File: src/rtl/id_exe_reg.sv
// ID/EXE pipeline register with stall (freeze), bubble insertion (flush) and
// the architectural status register that latches ALU flags of flag-setting
// instructions as they leave EXE.
module id_exe_reg #(
    parameter int unsigned WORD_WIDTH = 32
) (
    input  logic                  clk,
    input  logic                  rst,
    input  logic                  freeze,
    input  logic                  flush,
    input  logic [WORD_WIDTH-1:0] pc_in,
    input  logic                  wb_en_in,
    input  logic                  mem_r_en_in,
    input  logic                  mem_w_en_in,
    input  logic                  b_in,
    input  logic                  s_in,
    input  logic [3:0]            exe_cmd_in,
    input  logic [WORD_WIDTH-1:0] val_rn_in,
    input  logic [WORD_WIDTH-1:0] val_rm_in,
    input  logic                  imm_in,
    input  logic [11:0]           shift_operand_in,
    input  logic [23:0]           signed_imm_24_in,
    input  logic [3:0]            dest_in,
    input  logic [3:0]            src1_in,
    input  logic [3:0]            src2_in,
    input  logic [3:0]            alu_sr_in,
    output logic [WORD_WIDTH-1:0] pc_out,
    output logic                  wb_en_out,
    output logic                  mem_r_en_out,
    output logic                  mem_w_en_out,
    output logic                  b_out,
    output logic                  s_out,
    output logic [3:0]            exe_cmd_out,
    output logic [WORD_WIDTH-1:0] val_rn_out,
    output logic [WORD_WIDTH-1:0] val_rm_out,
    output logic                  imm_out,
    output logic [11:0]           shift_operand_out,
    output logic [23:0]           signed_imm_24_out,
    output logic [3:0]            dest_out,
    output logic [3:0]            src1_out,
    output logic [3:0]            src2_out,
    output logic [3:0]            sr_out,
    output logic                  cin_out
);

    logic [WORD_WIDTH-1:0] pc_q, pc_d;
    logic                  wb_en_q, wb_en_d;
    logic                  mem_r_en_q, mem_r_en_d;
    logic                  mem_w_en_q, mem_w_en_d;
    logic                  b_q, b_d;
    logic                  s_q, s_d;
    logic [3:0]            exe_cmd_q, exe_cmd_d;
    logic [WORD_WIDTH-1:0] val_rn_q, val_rn_d;
    logic [WORD_WIDTH-1:0] val_rm_q, val_rm_d;
    logic                  imm_q, imm_d;
    logic [11:0]           shift_operand_q, shift_operand_d;
    logic [23:0]           signed_imm_24_q, signed_imm_24_d;
    logic [3:0]            dest_q, dest_d;
    logic [3:0]            src1_q, src1_d;
    logic [3:0]            src2_q, src2_d;
    logic [3:0]            sr_q, sr_d;

    // Next-state for the pipeline fields: flush loads a bubble, freeze holds.
    always_comb begin
        pc_d            = pc_q;
        wb_en_d         = wb_en_q;
        mem_r_en_d      = mem_r_en_q;
        mem_w_en_d      = mem_w_en_q;
        b_d             = b_q;
        s_d             = s_q;
        exe_cmd_d       = exe_cmd_q;
        val_rn_d        = val_rn_q;
        val_rm_d        = val_rm_q;
        imm_d           = imm_q;
        shift_operand_d = shift_operand_q;
        signed_imm_24_d = signed_imm_24_q;
        dest_d          = dest_q;
        src1_d          = src1_q;
        src2_d          = src2_q;
        if (flush) begin
            pc_d            = '0;
            wb_en_d         = 1'b0;
            mem_r_en_d      = 1'b0;
            mem_w_en_d      = 1'b0;
            b_d             = 1'b0;
            s_d             = 1'b0;
            exe_cmd_d       = '0;
            val_rn_d        = '0;
            val_rm_d        = '0;
            imm_d           = 1'b0;
            shift_operand_d = '0;
            signed_imm_24_d = '0;
            dest_d          = '0;
            src1_d          = '0;
            src2_d          = '0;
        end else if (!freeze) begin
            pc_d            = pc_in;
            wb_en_d         = wb_en_in;
            mem_r_en_d      = mem_r_en_in;
            mem_w_en_d      = mem_w_en_in;
            b_d             = b_in;
            s_d             = s_in;
            exe_cmd_d       = exe_cmd_in;
            val_rn_d        = val_rn_in;
            val_rm_d        = val_rm_in;
            imm_d           = imm_in;
            shift_operand_d = shift_operand_in;
            signed_imm_24_d = signed_imm_24_in;
            dest_d          = dest_in;
            src1_d          = src1_in;
            src2_d          = src2_in;
        end
    end

    // Flags update when the instruction in EXE sets them and is actually
    // leaving EXE; a flush still retires that older instruction.
    always_comb begin
        sr_d = sr_q;
        if (!freeze && s_q) begin
            sr_d = alu_sr_in;
        end
    end

    // State register with synchronous reset overriding flush and freeze.
    always_ff @(posedge clk) begin
        if (rst) begin
            pc_q            <= '0;
            wb_en_q         <= 1'b0;
            mem_r_en_q      <= 1'b0;
            mem_w_en_q      <= 1'b0;
            b_q             <= 1'b0;
            s_q             <= 1'b0;
            exe_cmd_q       <= '0;
            val_rn_q        <= '0;
            val_rm_q        <= '0;
            imm_q           <= 1'b0;
            shift_operand_q <= '0;
            signed_imm_24_q <= '0;
            dest_q          <= '0;
            src1_q          <= '0;
            src2_q          <= '0;
            sr_q            <= '0;
        end else begin
            pc_q            <= pc_d;
            wb_en_q         <= wb_en_d;
            mem_r_en_q      <= mem_r_en_d;
            mem_w_en_q      <= mem_w_en_d;
            b_q             <= b_d;
            s_q             <= s_d;
            exe_cmd_q       <= exe_cmd_d;
            val_rn_q        <= val_rn_d;
            val_rm_q        <= val_rm_d;
            imm_q           <= imm_d;
            shift_operand_q <= shift_operand_d;
            signed_imm_24_q <= signed_imm_24_d;
            dest_q          <= dest_d;
            src1_q          <= src1_d;
            src2_q          <= src2_d;
            sr_q            <= sr_d;
        end
    end

    // Outputs are the registers themselves; carry-in is the C flag.
    always_comb begin
        pc_out            = pc_q;
        wb_en_out         = wb_en_q;
        mem_r_en_out      = mem_r_en_q;
        mem_w_en_out      = mem_w_en_q;
        b_out             = b_q;
        s_out             = s_q;
        exe_cmd_out       = exe_cmd_q;
        val_rn_out        = val_rn_q;
        val_rm_out        = val_rm_q;
        imm_out           = imm_q;
        shift_operand_out = shift_operand_q;
        signed_imm_24_out = signed_imm_24_q;
        dest_out          = dest_q;
        src1_out          = src1_q;
        src2_out          = src2_q;
        sr_out            = sr_q;
        cin_out           = sr_q[2];
    end

endmodule

File: config.mk
export PLATFORM = sky130hd
export DESIGN_NAME = id_exe_reg
export DESIGN_NICKNAME = d
export VERILOG_FILES = /design/src/rtl/id_exe_reg.sv
export SDC_FILE = /design/constraint.sdc
export NUM_CORES = 1
export LEC_CHECK = 0
export CORE_MARGIN = 5
export CORE_UTILIZATION = 42
export DETAILED_ROUTE_END_ITERATION = 10
export GPL_TIMING_DRIVEN = 0
export PLACE_DENSITY_LB_ADDON = 0.08
export SYNTH_ARGS = -nofsm -noshare
export SYNTH_HDL_FRONTEND = slang
export SYNTH_SLANG_ARGS = --single-unit
File: constraint.sdc
create_clock -name clk -period 2.02 [get_ports clk]
set_input_delay 0.404 -clock clk [delete_from_list [all_inputs] [get_ports clk]]
set_output_delay 0.404 -clock clk [all_outputs]
set_load 0.02 [all_outputs]
# == Word level (Yosys, flattened, before mapping) ==
# Cells that the tools add are included.
# W data, S select, Z words.
# word_totals
register_bits,158
elab_cells,19
# classes
reduce_logical,3
# ops
op,count
$reduce_or A2 Y1,1
$logic_and A1 B1 Y1,1
$logic_not A1 Y1,1

# == Logic depth before layout (Yosys ltp) ==
# Gate-level depths: netlist (run 1).
# depth
ltp_word,2
ltp_mapped,5
ltp_nobuf,2

# == Worst setup path before layout (run 1) ==
# Ideal clock, no wire load.
# synth_path
kind,input -> register
start,input port freeze
end,"register s_q, in the netlist s_out"
setup_ns,0.128
arrival_ns,1.128
required_time_ns,1.892
path_slack_ns,0.764
path_stages,5
path_buffers,3
path_cell_list,buf_2 -> buf_2 -> buf_4 -> mux2i_1 -> nor2_1
# synth_rtl
element,line_no,rtl
from (decl),9,"input logic freeze,"
to (signal assigned),132,s_q <= 1'b0;
to (signal assigned),149,s_q <= s_d;
to (decl),51,"logic s_q, s_d;"

# == Worst setup path after layout (run 1) ==
# layout_path
start,"register sr_q[2], in the netlist sr_out[2]"
end,output port sr_out[2]
# layout_rtl
element,line_no,rtl
from (decl),61,"logic [3:0] sr_q, sr_d;"
from (signal assigned),159,sr_q <= sr_d;
to (decl),42,"output logic [3:0] sr_out,"
# No word-level cell between the ends.

==> flow_summary_export.csv, run 1 <==
group,metric,value,unit
cts,cts.hold.buffers_added,0,
worst_setup_path,worst_r2r_startpoint,"s_out",
grt,antenna_found_initial,1,
place,gp_congestion,0.786,
cts,cts_tree,"built",
drt,vias,4915,
finish,drive_gt1_share,13.3,%
logic_synthesis,synth_area,5790,um^2
floorplanning,die_w,127,um
drt,drc,0,
drt,wire_per_inst,17.2,um
cts,clock_latency,410,ps
drt,first_pass_iters,4,
power_and_ir_drop,p_comb_share,14.3,%
logic_synthesis,postSynthCellCount,516,
logic_synthesis,syn_nets,678,
power_and_ir_drop,p_clk_share,42.9,%
power_and_ir_drop,finalPower,7.65,mW
worst_setup_path,crit_type,"reg2out",
grt,grt_start_max_net_pins,17,
logic_synthesis,synthDistinctLibCells,13,
place,port_buffers,319,
worst_hold_path,hp-class,"in2reg",
power_and_ir_drop,peakVddDrop,0.457,mV
cts,cts_sinks,158,
power_and_ir_drop,internal-power,5.95,mW
grt,track_usage,21.6,%
floorplanning,rows,43,
worst_setup_path,worst-r2r-setup-slack,960,ps
timing,setup_slack,87.1,ps
cts,cts_made_buffers,17,
finish,fin_nets,1016,
timing,tightest_slew,423,ps
logic_synthesis,ys_seq_area_share,54.6,%
finish,synthToLayoutAreaGrowth,69.6,%
timing,hold_viol_final,0,
power_and_ir_drop,p_switching,1.70,mW
logic_synthesis,avgSynthCellArea,11.2,um^2
worst_setup_path,endpoint_kind,"output pin",
worst_setup_path,cp-start-kind,"flop",
timing,finalClockSkew,1.50,ps
timing,fmax,0.517,GHz
grt,grt_pass1_wl,27000,um
cts,cts_root_buffer,"clkbuf_16",
cts,clk_pin_slew,60,ps
timing,setup_viol,0,
timing,rsz0062_at_grt,"no",
outcome,status,"completed",
timing,drv_slew,0,
power_and_ir_drop,p_per_area,778,nW/um^2
floorplanning,core,13700,um^2
worst_setup_path,required,1620,ps
logic_synthesis,synth_seq_cells,158,
cts,cts_setup_buffers,0,
worst_setup_path,cp-startpoint,"sr_out[2]",
floorplanning,dieHeight,127,um
place,dp_hpwl,14200,um
drt,first_iter_violations,141,
cts,post_cts_resized,0,
grt,busiest_layer,"met2",
power_and_ir_drop,p_seq_share,42.8,%
cts,cts_htree_levels,4,
cts,clockBufferDepth,2,
finish,final_common_cell,"clkdlybuf4s50_1",
worst_setup_path,cp_max_fo,3,
floorplanning,die_area,16200,um^2
grt,grt_overflow,0,
drt,ant_nets,0,
drt,via_per_inst,4.69,
worst_setup_path,crit_end,"sr_out[2]",
worst_setup_path,worst_ep_arrival_time,1530,ps
drt,routed_wl,18000,um
timing,slew_headroom,71.8,%
place,pre_cts_ws,-34.1,ps
grt,grt_pass1_vias,5208,
finish,final_cell_mix,"clkdlybuf4s50_1 (319), dfxtp_1 (158), mux2i_1 (154)",
power_and_ir_drop,swShare,22.2,%
job,drv_cap,0,
logic_synthesis,yosys_warnings,0,
grt,met3_usage,9.57,%
timing,fin_crit_sh,95.7,%
power_and_ir_drop,leakage,4.04,nW
grt,grt_use_met2,39.4,%
floorplanning,io_pins,321,
floorplanning,initial_core_util,42.2,%
timing,finalCriticalPeriod,1930,ps
worst_setup_path,reg2regPathDepth,2,
worst_setup_path,r2r-end,"sr_out[3]",
grt,met1_usage,20.9,%
## layout make-up
type / count / area [um^2]
fillers: 1020 / 3900
repair buffers: 319 / 3190
flip-flops and latches: 158 / 3160
multi-input cells: 322 / 2370
clock buffers: 25 / 505
plain buffers: 36 / 255
well taps: 180 / 225
clock inverters: 6 / 105
diodes: 1 / 2.50
## layer usage
| metal | vias to the layer above | wire (um) |
|---|---|---|
| li1 | 2380 | - |
| met1 | 2290 | 6310 |
| met2 | 215 | 9400 |
| met3 | 30 | 1830 |
| met4 | 0 | 467 |
| met5 | - | 0 |
## critical path, cell delays in order, from the launching register on
cell and delay (ps):
dfxtp_1 390, buf_4 130, clkdlybuf4s50_1 600
## logic make-up after synthesis
| group | after synthesis | synth area share [%] |
|---|---|---|
| buf+inv | 36 | 4.41 |
| compound gates | 4 | 0.346 |
| mux | 154 | 26.6 |
| simple gates | 164 | 14.0 |
| flops | 158 | 54.6 |
## sequential cells by signal, indices dropped and copies added, names as in the netlist
signal and count:
val_rn_out 32, mem_r_en_out 1, exe_cmd_out 4, src2_out 4, b_out 1, src1_out 4, imm_out 1, pc_out 32
signed_imm_24_out 24, dest_out 4, sr_out 4, mem_w_en_out 1, wb_en_out 1, s_out 1, val_rm_out 32, shift_operand_out 12
## cell usage after synthesis
| master | count | share of area (%) |
|---|---|---|
| clkbuf_1 | 9 | 0.58 |
| nor2_1 | 94 | 6.1 |
| mux2i_1 | 154 | 27 |
| nand2b_1 | 4 | 0.43 |
| buf_4 | 17 | 2.2 |
| nor2_2 | 60 | 6.5 |
| buf_6 | 7 | 1.4 |
| nor2b_1 | 1 | 0.11 |
| o21ai_0 | 4 | 0.35 |
| or2_1 | 1 | 0.11 |
| dfxtp_1 | 158 | 55 |
| buf_2 | 3 | 0.26 |
| or4bb_1 | 4 | 0.78 |
## how the worst min path moves through the flow
| stage | slack [ps] | cells after the start | endpoint | from |
|---|---|---|---|---|
| 3_3_place_gp | 460 | 2 | sr_out[1] | sr_out[1] |
| 6_report | 350 | 3 | sr_out[3] | freeze |
| 4_1_cts | 330 | 3 | sr_out[3] | freeze |
| 3_5_place_dp | 470 | 2 | sr_out[3] | sr_out[3] |
| 5_1_grt | 360 | 3 | sr_out[3] | freeze |
| 2_1_floorplan | 550 | 2 | sr_out[0] | sr_out[0] |
## per-stage QoR
step           hold slack (ps)  TNS, ps  util (%)  instances  area, um^2
6_report                   353        0      71.6       1047        9820
5_1_grt                    357        0      71.6       1047        9820
4_1_cts                    327        0      71.6       1046        9820
3_5_place_dp               474     -622      67.1       1015        9210
3_3_place_gp               463        0      67.1       1015        9210
2_1_floorplan              546        0         -        516        5790
## power by group through the flow
stage | clock (mW) | sequential, mW | combinational, mW
6_report | 3.28 | 3.27 | 1.09
5_1_grt | 3.47 | 3.29 | 1.16
4_1_cts | 3.34 | 3.27 | 1.11
3_5_place_dp | 0 | 3.34 | 1.10
3_3_place_gp | 0 | 3.33 | 1.08
2_1_floorplan | 0 | 3.46 | 0.380
(Power assumes the default switching activity.)
==> inputs of run 2 (changes only) <==
Settings changed: CORE_UTILIZATION 42 to 39.
Clock period 2.02 ns to 2.2 ns, I/O delays scaled along.
==> run 2 against run 1 <==
Against the previous run: via count down 1.3%; routed wire length down 0.53%; non-clock buffer count unchanged; utilization down 3.6 points; die area up 7.1%; first-iteration DRC count down 13%; critical path type unchanged; largest power group unchanged; highest routed layer unchanged.
==> flow_summary_export.csv, run 2 (same netlist as run 1, synthesis figures left out) <==
group,metric,value,unit
power_and_ir_drop,p_switching,1.59,mW
drt,first_pass_iters,6,
place,dp_hpwl,14300,um
finish,fin_nets,1016,
finish,num-fill-cells,1112,
timing,finalClockSkew,0.727,ps
power_and_ir_drop,internal-power,5.72,mW
timing,fin_crit_sh,91.2,%
job,drv_cap,0,
grt,grt_overflow,0,
finish,n_antenna_cell,0,
drt,ant_nets,0,
worst_setup_path,worst_ep_arrival_time,1570,ps
finish,synthToLayoutAreaGrowth,70.7,%
worst_hold_path,hp-class,"in2reg",
timing,hold_viol_final,0,
place,dp_cells,1019,
worst_hold_path,min_path_cells,3,
worst_setup_path,crit_type,"reg2out",
timing,setup_viol,0,
power_and_ir_drop,leakage,4.07,nW
place,gp_congestion,0.777,
floorplanning,core,14500,um^2
worst_setup_path,reg2regPathDepth,2,
drt,first_iter_violations,123,
cts,cts_root_buffer,"clkbuf_16",
power_and_ir_drop,p_clk_share,45.2,%
finish,final_cell_mix,"clkdlybuf4s50_1 (319), dfxtp_1 (158), mux2i_1 (154)",
place,pre_cts_ws,87.5,ps
worst_setup_path,cp_max_fo,3,
floorplanning,die_area,17400,um^2
grt,antenna_found_initial,0,
power_and_ir_drop,peakVddDrop,0.429,mV
timing,setup_slack,193,ps
floorplanning,dieHeight,132,um
cts,cts_made_buffers,17,
cts,cts_setup_buffers,0,
floorplanning,initial_core_util,39.8,%
outcome,status,"completed",
finish,drive_gt1_share,13.6,%
timing,rsz0062_at_grt,"no",
worst_setup_path,required,1760,ps
place,port_buffers,319,
worst_setup_path,cp-start-kind,"flop",
timing,slew_headroom,69.8,%
drt,drc,0,
floorplanning,die_w,132,um
cts,cts_sinks,158,
drt,routed_wl,17900,um
power_and_ir_drop,swShare,21.8,%
power_and_ir_drop,finalPower,7.31,mW
timing,fmax,0.498,GHz
grt,grt_pass1_vias,5134,
power_and_ir_drop,p_per_area,739,nW/um^2
timing,drv_slew,0,
grt,grt_pass1_wl,27900,um
timing,fin_setup_tns,0,ps
floorplanning,rows,44,
grt,track_usage,20.3,%
cts,post_cts_resized,0,
drt,vias,4853,
cts,cts_htree_levels,4,
cts,clock_latency,410,ps
cts,cts_tree,"built",
worst_setup_path,endpoint_kind,"output pin",
cts,clk_pin_slew,60,ps
timing,tightest_slew,453,ps
cts,clockBufferDepth,2,
finish,final_common_cell,"clkdlybuf4s50_1",
drt,via_per_inst,4.62,
drt,wire_per_inst,17.0,um
grt,grt_start_max_net_pins,17,
finish,instances_no_fill,1051,
floorplanning,io_pins,321,
power_and_ir_drop,p_seq_share,41.1,%
cts,cts.hold.buffers_added,0,
power_and_ir_drop,p_comb_share,13.7,%
timing,finalCriticalPeriod,2010,ps
## run 2: cell count changes in the layout (fill, tap and decap cells not counted), sizes merged
cell,previous run,this run
bufinv,3,6
diode,1,0
clkinv,3,6
clkbuf,34,29
## run 2: worst paths after layout
check / start / endpoint / slack [ps]
max: sr_out[2] / sr_out[2] / 190
min: freeze / sr_out[1] / 390
max reg2reg: s_out / sr_out[3] / 1150
min reg2reg: sr_out[3] / sr_out[3] / 480
## run 2: final cells by class
cell class	instances	area [um^2]	area share [%]
multi-input cells	322	2370	24.0
flip-flops and latches	158	3160	32.0
well taps	184	230	2.33
clock buffers	20	457	4.62
clock inverters	12	214	2.16
plain buffers	36	255	2.58
repair buffers	319	3190	32.3
## run 2: critical path, stage by stage, from the launching register on
cell and delay, ps:
dfxtp_1 430, buf_4 140, clkdlybuf4s50_1 590
## run 2: power groups by stage
stage	clock network (mW)	registers (mW)	logic (mW)
6_report	3.30	3.00	1.00
4_1_cts	3.37	3.01	1.02
3_3_place_gp	0	3.06	0.994
3_5_place_dp	0	3.07	1.01
5_1_grt	3.49	3.02	1.07
2_1_floorplan	0	3.18	0.349
## run 2: metrics by stage
step | area [um^2] | util (%) | hold WS [ps]
floorplan | 5790 | - | 546
global placement | 9210 | 63.4 | 467
detailed placement | 9210 | 63.4 | 473
CTS | 9880 | 68.0 | 369
global route | 9880 | 68.0 | 408
finish | 9880 | 68.0 | 387
## run 2: metal layers
layer	up-vias	wire length (um)	global-route usage (%)
li1	2380	-	-
met1	2223	6460	20.3
met2	221	9080	36.1
met3	29	1910	10.3
met4	0	452	7.77
met5	-	0	0
